`src/rtl/step_clock_ctrl.sv`:
```
// Clock-enable generator for the SimpleRISC pipeline. It emits a one-cycle stage_en strobe
// every P clk cycles while running, or a single strobe for each step press while halted.
module step_clock_ctrl #(
  parameter int unsigned DIV_WIDTH = 8,
  parameter int unsigned CNT_WIDTH = 32
) (
  input  logic                 clk_i,
  input  logic                 rst_ni,
  input  logic                 run_i,
  input  logic                 step_i,
  input  logic [DIV_WIDTH-1:0] div_i,
  output logic                 stage_en_o,
  output logic                 slow_clk_o,
  output logic                 halted_o,
  output logic [CNT_WIDTH-1:0] cycle_count_o
);

  typedef enum logic [1:0] {
    ST_HALT = 2'd0,
    ST_STEP = 2'd1,
    ST_RUN  = 2'd2
  } state_e;

  state_e               state_q;
  logic [DIV_WIDTH-1:0] cnt_q;
  logic [DIV_WIDTH-1:0] div_q;
  logic [DIV_WIDTH-1:0] div_d;
  logic                 step_q;
  logic                 stage_en_q;
  logic                 slow_clk_q;
  logic                 halted_q;
  logic [CNT_WIDTH-1:0] count_q;

  logic step_edge;
  logic period_end;
  logic fire;

  // A programmed period of 0 is treated as 1 so the run counter always has a valid wrap point.
  assign div_d      = (div_i == '0) ? DIV_WIDTH'(1) : div_i;
  assign step_edge  = step_i & ~step_q;
  assign period_end = (cnt_q == (div_q - DIV_WIDTH'(1)));

  // Every edge that raises stage_en also advances slow_clk and cycle_count.
  assign fire = ((state_q == ST_HALT) && !run_i && step_edge) ||
                ((state_q == ST_RUN)  &&  run_i && period_end);

  // NOTE: all state updates use non-blocking assignments, so every branch reads pre-edge values.
  always_ff @(posedge clk_i) begin
    if (!rst_ni) begin
      state_q    <= ST_HALT;
      cnt_q      <= '0;
      div_q      <= DIV_WIDTH'(1);
      step_q     <= 1'b0;
      stage_en_q <= 1'b0;
      slow_clk_q <= 1'b0;
      halted_q   <= 1'b1;
      count_q    <= '0;
    end else begin
      step_q     <= step_i;
      stage_en_q <= fire;
      if (fire) begin
        slow_clk_q <= ~slow_clk_q;
        count_q    <= count_q + CNT_WIDTH'(1);
      end

      unique case (state_q)
        ST_HALT: begin
          // run has priority over a simultaneous step edge; that edge is dropped.
          if (run_i) begin
            state_q  <= ST_RUN;
            cnt_q    <= '0;
            div_q    <= div_d;
            halted_q <= 1'b0;
          end else if (step_edge) begin
            state_q  <= ST_STEP;
            halted_q <= 1'b0;
          end else begin
            halted_q <= 1'b1;
          end
        end

        ST_STEP: begin
          state_q  <= ST_HALT;
          halted_q <= 1'b1;
        end

        ST_RUN: begin
          if (!run_i) begin
            state_q  <= ST_HALT;
            cnt_q    <= '0;
            halted_q <= 1'b1;
          end else if (period_end) begin
            // The new period length is picked up only here, at the period boundary.
            cnt_q    <= '0;
            div_q    <= div_d;
            halted_q <= 1'b0;
          end else begin
            cnt_q    <= cnt_q + DIV_WIDTH'(1);
            halted_q <= 1'b0;
          end
        end

        default: begin
          state_q  <= ST_HALT;
          cnt_q    <= '0;
          halted_q <= 1'b1;
        end
      endcase
    end
  end

  assign stage_en_o    = stage_en_q;
  assign slow_clk_o    = slow_clk_q;
  assign halted_o      = halted_q;
  assign cycle_count_o = count_q;

endmodule

```
`config.mk`:
```
export PLATFORM = sky130hd
export DESIGN_NAME = step_clock_ctrl
export DESIGN_NICKNAME = d
export VERILOG_FILES = /design/src/rtl/step_clock_ctrl.sv
export SDC_FILE = /design/constraint.sdc
export NUM_CORES = 1
export LEC_CHECK = 0
export ABC_AREA = 1
export CAP_MARGIN = 15
export CORE_MARGIN = 4
export CORE_UTILIZATION = 40
export CTS_BUF_LIST = sky130_fd_sc_hd__clkbuf_8
export DETAILED_ROUTE_END_ITERATION = 7
export GPL_TIMING_DRIVEN = 0
export SYNTH_ARGS = -nofsm -noshare
export SYNTH_HDL_FRONTEND = slang
export SYNTH_SLANG_ARGS = --single-unit
```
`constraint.sdc`:
```
create_clock -name clk_i -period 2.24 [get_ports clk_i]
set_clock_uncertainty 0.05 [all_clocks]
set_input_delay 0.224 -clock clk_i [delete_from_list [all_inputs] [get_ports clk_i]]
set_output_delay 0.224 -clock clk_i [all_outputs]
set_load 0.01 [all_outputs]
```
==> results.py <==
metrics = {
    "logic_synthesis": {
        "synthCells": 521,
        "yosysUniqueCellTypes": 30,
        "syn_avg_cell_area_um2": 6.772,
        "ys.flop_type": "dfxtp_1",
        "synth-seq-area-share": 0.3064,
        "ys_ff_latch": 54,
        "yosysWarnings": 0,
        "synthesis.nets": 536,
        "synth_edf_count": 0,
        "synth_area_um2": 3528,
        "synthArstFlopShare": 0,
    },
    "die": {
        "die_area_um2": 10390,
        "core_um2": 8636,
        "start_util": 0.4086,
        "core.rowCount": 34,
        "die_y_um": 101.9,
        "pin_count": 47,
        "die_x_um": 101.9,
    },
    "setup_path": {
        "path_class": "flip-flop to flip-flop",
        "critPathRequiredTime_ns": 2.44,
        "worstReg2RegStart": "div_q[0]$_SDFFE_PN1P_",
        "startpoint_type": "flip-flop",
        "critPathTopFamily": "simple AND/OR/NAND/NOR gates",
        "cp_slowest_cell": "dfxtp_2",
        "slowest_delay_ns": 0.38,
        "crit_buf_inv": 3,
        "startpoint": "div_q[0]$_SDFFE_PN1P_",
        "crit_path_end_kind": "flip-flop",
        "cp_data_arrival_time_ns": 2.26,
        "critPathMaxFanout": 7,
        "cp_common_cell": "nand2_1",
        "reg2reg_slack_ns": 0.18,
        "path_cells": "inv_4 > ha_4 > nand2_1 > inv_1 > nor2_1 > nand2_1 > nor2_2 > nand3_2 > nor2_4 > nand3_4 > nand2_8 > clkbuf_16 > nand2_2 > a21oi_2",
    },
    "clock_tree": {
        "ctsLongestPathBuffers": 2,
        "postCtsHoldBufs": 0,
        "cts_root_buf": "clkbuf_8",
        "cts_sinks": 54,
        "numCtsBuffers": 5,
        "path_clk_slew_ns": 0.11,
        "htree_num_levels": 2,
        "clock_insertion_delay_worst_skew_ns": 0.31,
        "cts_tree": "built",
    },
    "global_routing": {
        "grt_max_degree": 18,
        "grt_pass1_vias": 3214,
        "overflow": 0,
        "grt_pass1_wl_um": 15780,
        "antenna_found_initial": 0,
        "grt_usage": 0.1878,
    },
    "final_layout": {
        "areaGrowthSynthToFinish_pct": 24.08,
        "layout_commonest_cell": "nand2_1",
        "fin_area_um2": 4378,
        "multiInputGateArea_um2": 2181,
        "regArea_um2": 1084,
        "nNetsFinal": 593,
        "fillCellCount": 896,
        "drive_gt1_frac": 0.1762,
        "instances_no_fill": 687,
        "final_cell_mix": "nand2_1 (118), nand3_1 (60), nor2_1 (57)",
        "antenna_cells": 0,
    },
    "pwr": {
        "peakVddDrop_mv": 0.2206,
        "p_total_mw": 2.056,
        "power_leakage_nw": 1.608,
        "powerDensity_nw_per_um2": 469.6,
    },
    "timing": {
        "worst_slew_pin_slew_ns": 0.7491,
        "slew_violations": 0,
        "slew_headroom": 0.5006,
        "grt_setup_unrepaired": "no",
        "period_share": 0.9214,
        "hold_viol_final": 0,
        "finalCriticalPeriod_ns": 2.064,
        "fmax_ghz": 0.4845,
        "tns_ns": 0,
        "layout_setup_ws_ns": 0.1761,
        "setup_violations": 0,
    },
    "place": {
        "hpwl_um": 7324,
        "place_area_um2": 4114,
        "dp.cells": 674,
        "routabilityCongestion": 0.9303,
        "place_ws_ns": 0.02207,
        "io_buffers": 45,
    },
    "drt": {
        "ant_nets": 0,
        "wl_per_cell_um": 13.93,
        "via_count": 3458,
        "viasPerCell": 5.033,
        "drtIter0Drc": 115,
        "firstDrtPassIters": 6,
        "drc_errors": 0,
        "drt-total-wl_um": 9573,
    },
    "min_path": {
        "worstHoldStart": "rst_ni",
        "min_path_type": "input pin to flip-flop",
    },
    "status": {
        "status": "completed",
    },
    "flow_run": {
        "maxCapViolations": 0,
    },
}
## power by group
group          total [mW]  internal (mW)  switching, mW
logic               0.367          0.149          0.218
registers            1.01          0.984         0.0256
clock network       0.680          0.333          0.347
## synthesized netlist by cell type, types with 5 or more instances
| cell type | count | share of area |
|---|---|---|
| a21oi_2 | 30 | 0.074 |
| xor2_1 | 21 | 0.052 |
| nand3_1 | 60 | 0.085 |
| inv_2 | 7 | 0.0074 |
| nand3b_1 | 5 | 0.011 |
| dfxtp_1 | 54 | 0.31 |
| inv_1 | 44 | 0.047 |
| xnor2_1 | 12 | 0.030 |
| nor3_1 | 18 | 0.026 |
| nand4_1 | 10 | 0.018 |
| nand2_2 | 31 | 0.055 |
| nor2_1 | 58 | 0.062 |
| a21oi_1 | 16 | 0.023 |
| clkbuf_1 | 8 | 0.0085 |
| nand2_1 | 118 | 0.13 |
## path summary, 6_finish.rpt
path / cells after the start / to
max: 14 / cycle_count_o[31]$_SDFFE_PN0P_
min: 3 / cnt_q[5]$_SDFFE_PN0P_
max reg2reg: 14 / cycle_count_o[31]$_SDFFE_PN0P_
min reg2reg: 1 / state_q[1]$_SDFFE_PN0P_
## final cells by class
class,instances,share of cell area
Buffer,18,0.02972
Clock buffer,5,0.01572
Clock inverter,3,0.01029
Inverter,51,0.04430
Multi-Input combinational cell,398,0.4981
Sequential cell,54,0.2475
Tap cell,108,0.03087
Timing Repair Buffer,50,0.1235
## sequential cells by signal, summed over array words and instances (netlist names)
| name | count |
|---|---|
| cnt_q | 8 |
| stage_en_o | 1 |
| step_q | 1 |
| state_q | 2 |
| halted_o | 1 |
| cycle_count_o | 32 |
| div_q | 8 |
| slow_clk_o | 1 |
## timing repair
item                       in CTS  in global routing
buffers inserted                0                  2
setup endpoints to repair       0                 42
resized for setup               0                 15
## per-layer routing
layer	vias to the layer above	track usage	part of all wire
li1	1790	-	-
met1	1581	0.2598	0.47
met2	81	0.3109	0.48
met3	6	0.02389	0.041
met4	0	0.04844	0.010
met5	-	0	0
## worst min-delay path: stages
cell      delay [ns]
clkbuf_1        0.22
nand2_1         0.13
a21oi_1         0.03
## kinds of logic after synthesis
family          count (synthesis)  synth area share
flops                          54            0.3064
buf+inv                        69           0.08511
fa+ha+maj                       3           0.01064
xor+xnor                       33           0.08192
compound gates                 52            0.1071
simple gates                  310            0.4089
## stage by stage
stage                     hold slack (ns)    util
after floorplan                    0.2675       -
after global placement             0.4074  0.4764
after detailed placement           0.4077  0.4764
after CTS                          0.2760  0.4896
after global routing               0.3088  0.5070
final                              0.2836  0.5070
Note: power is estimated with default switching activity, not from simulation.
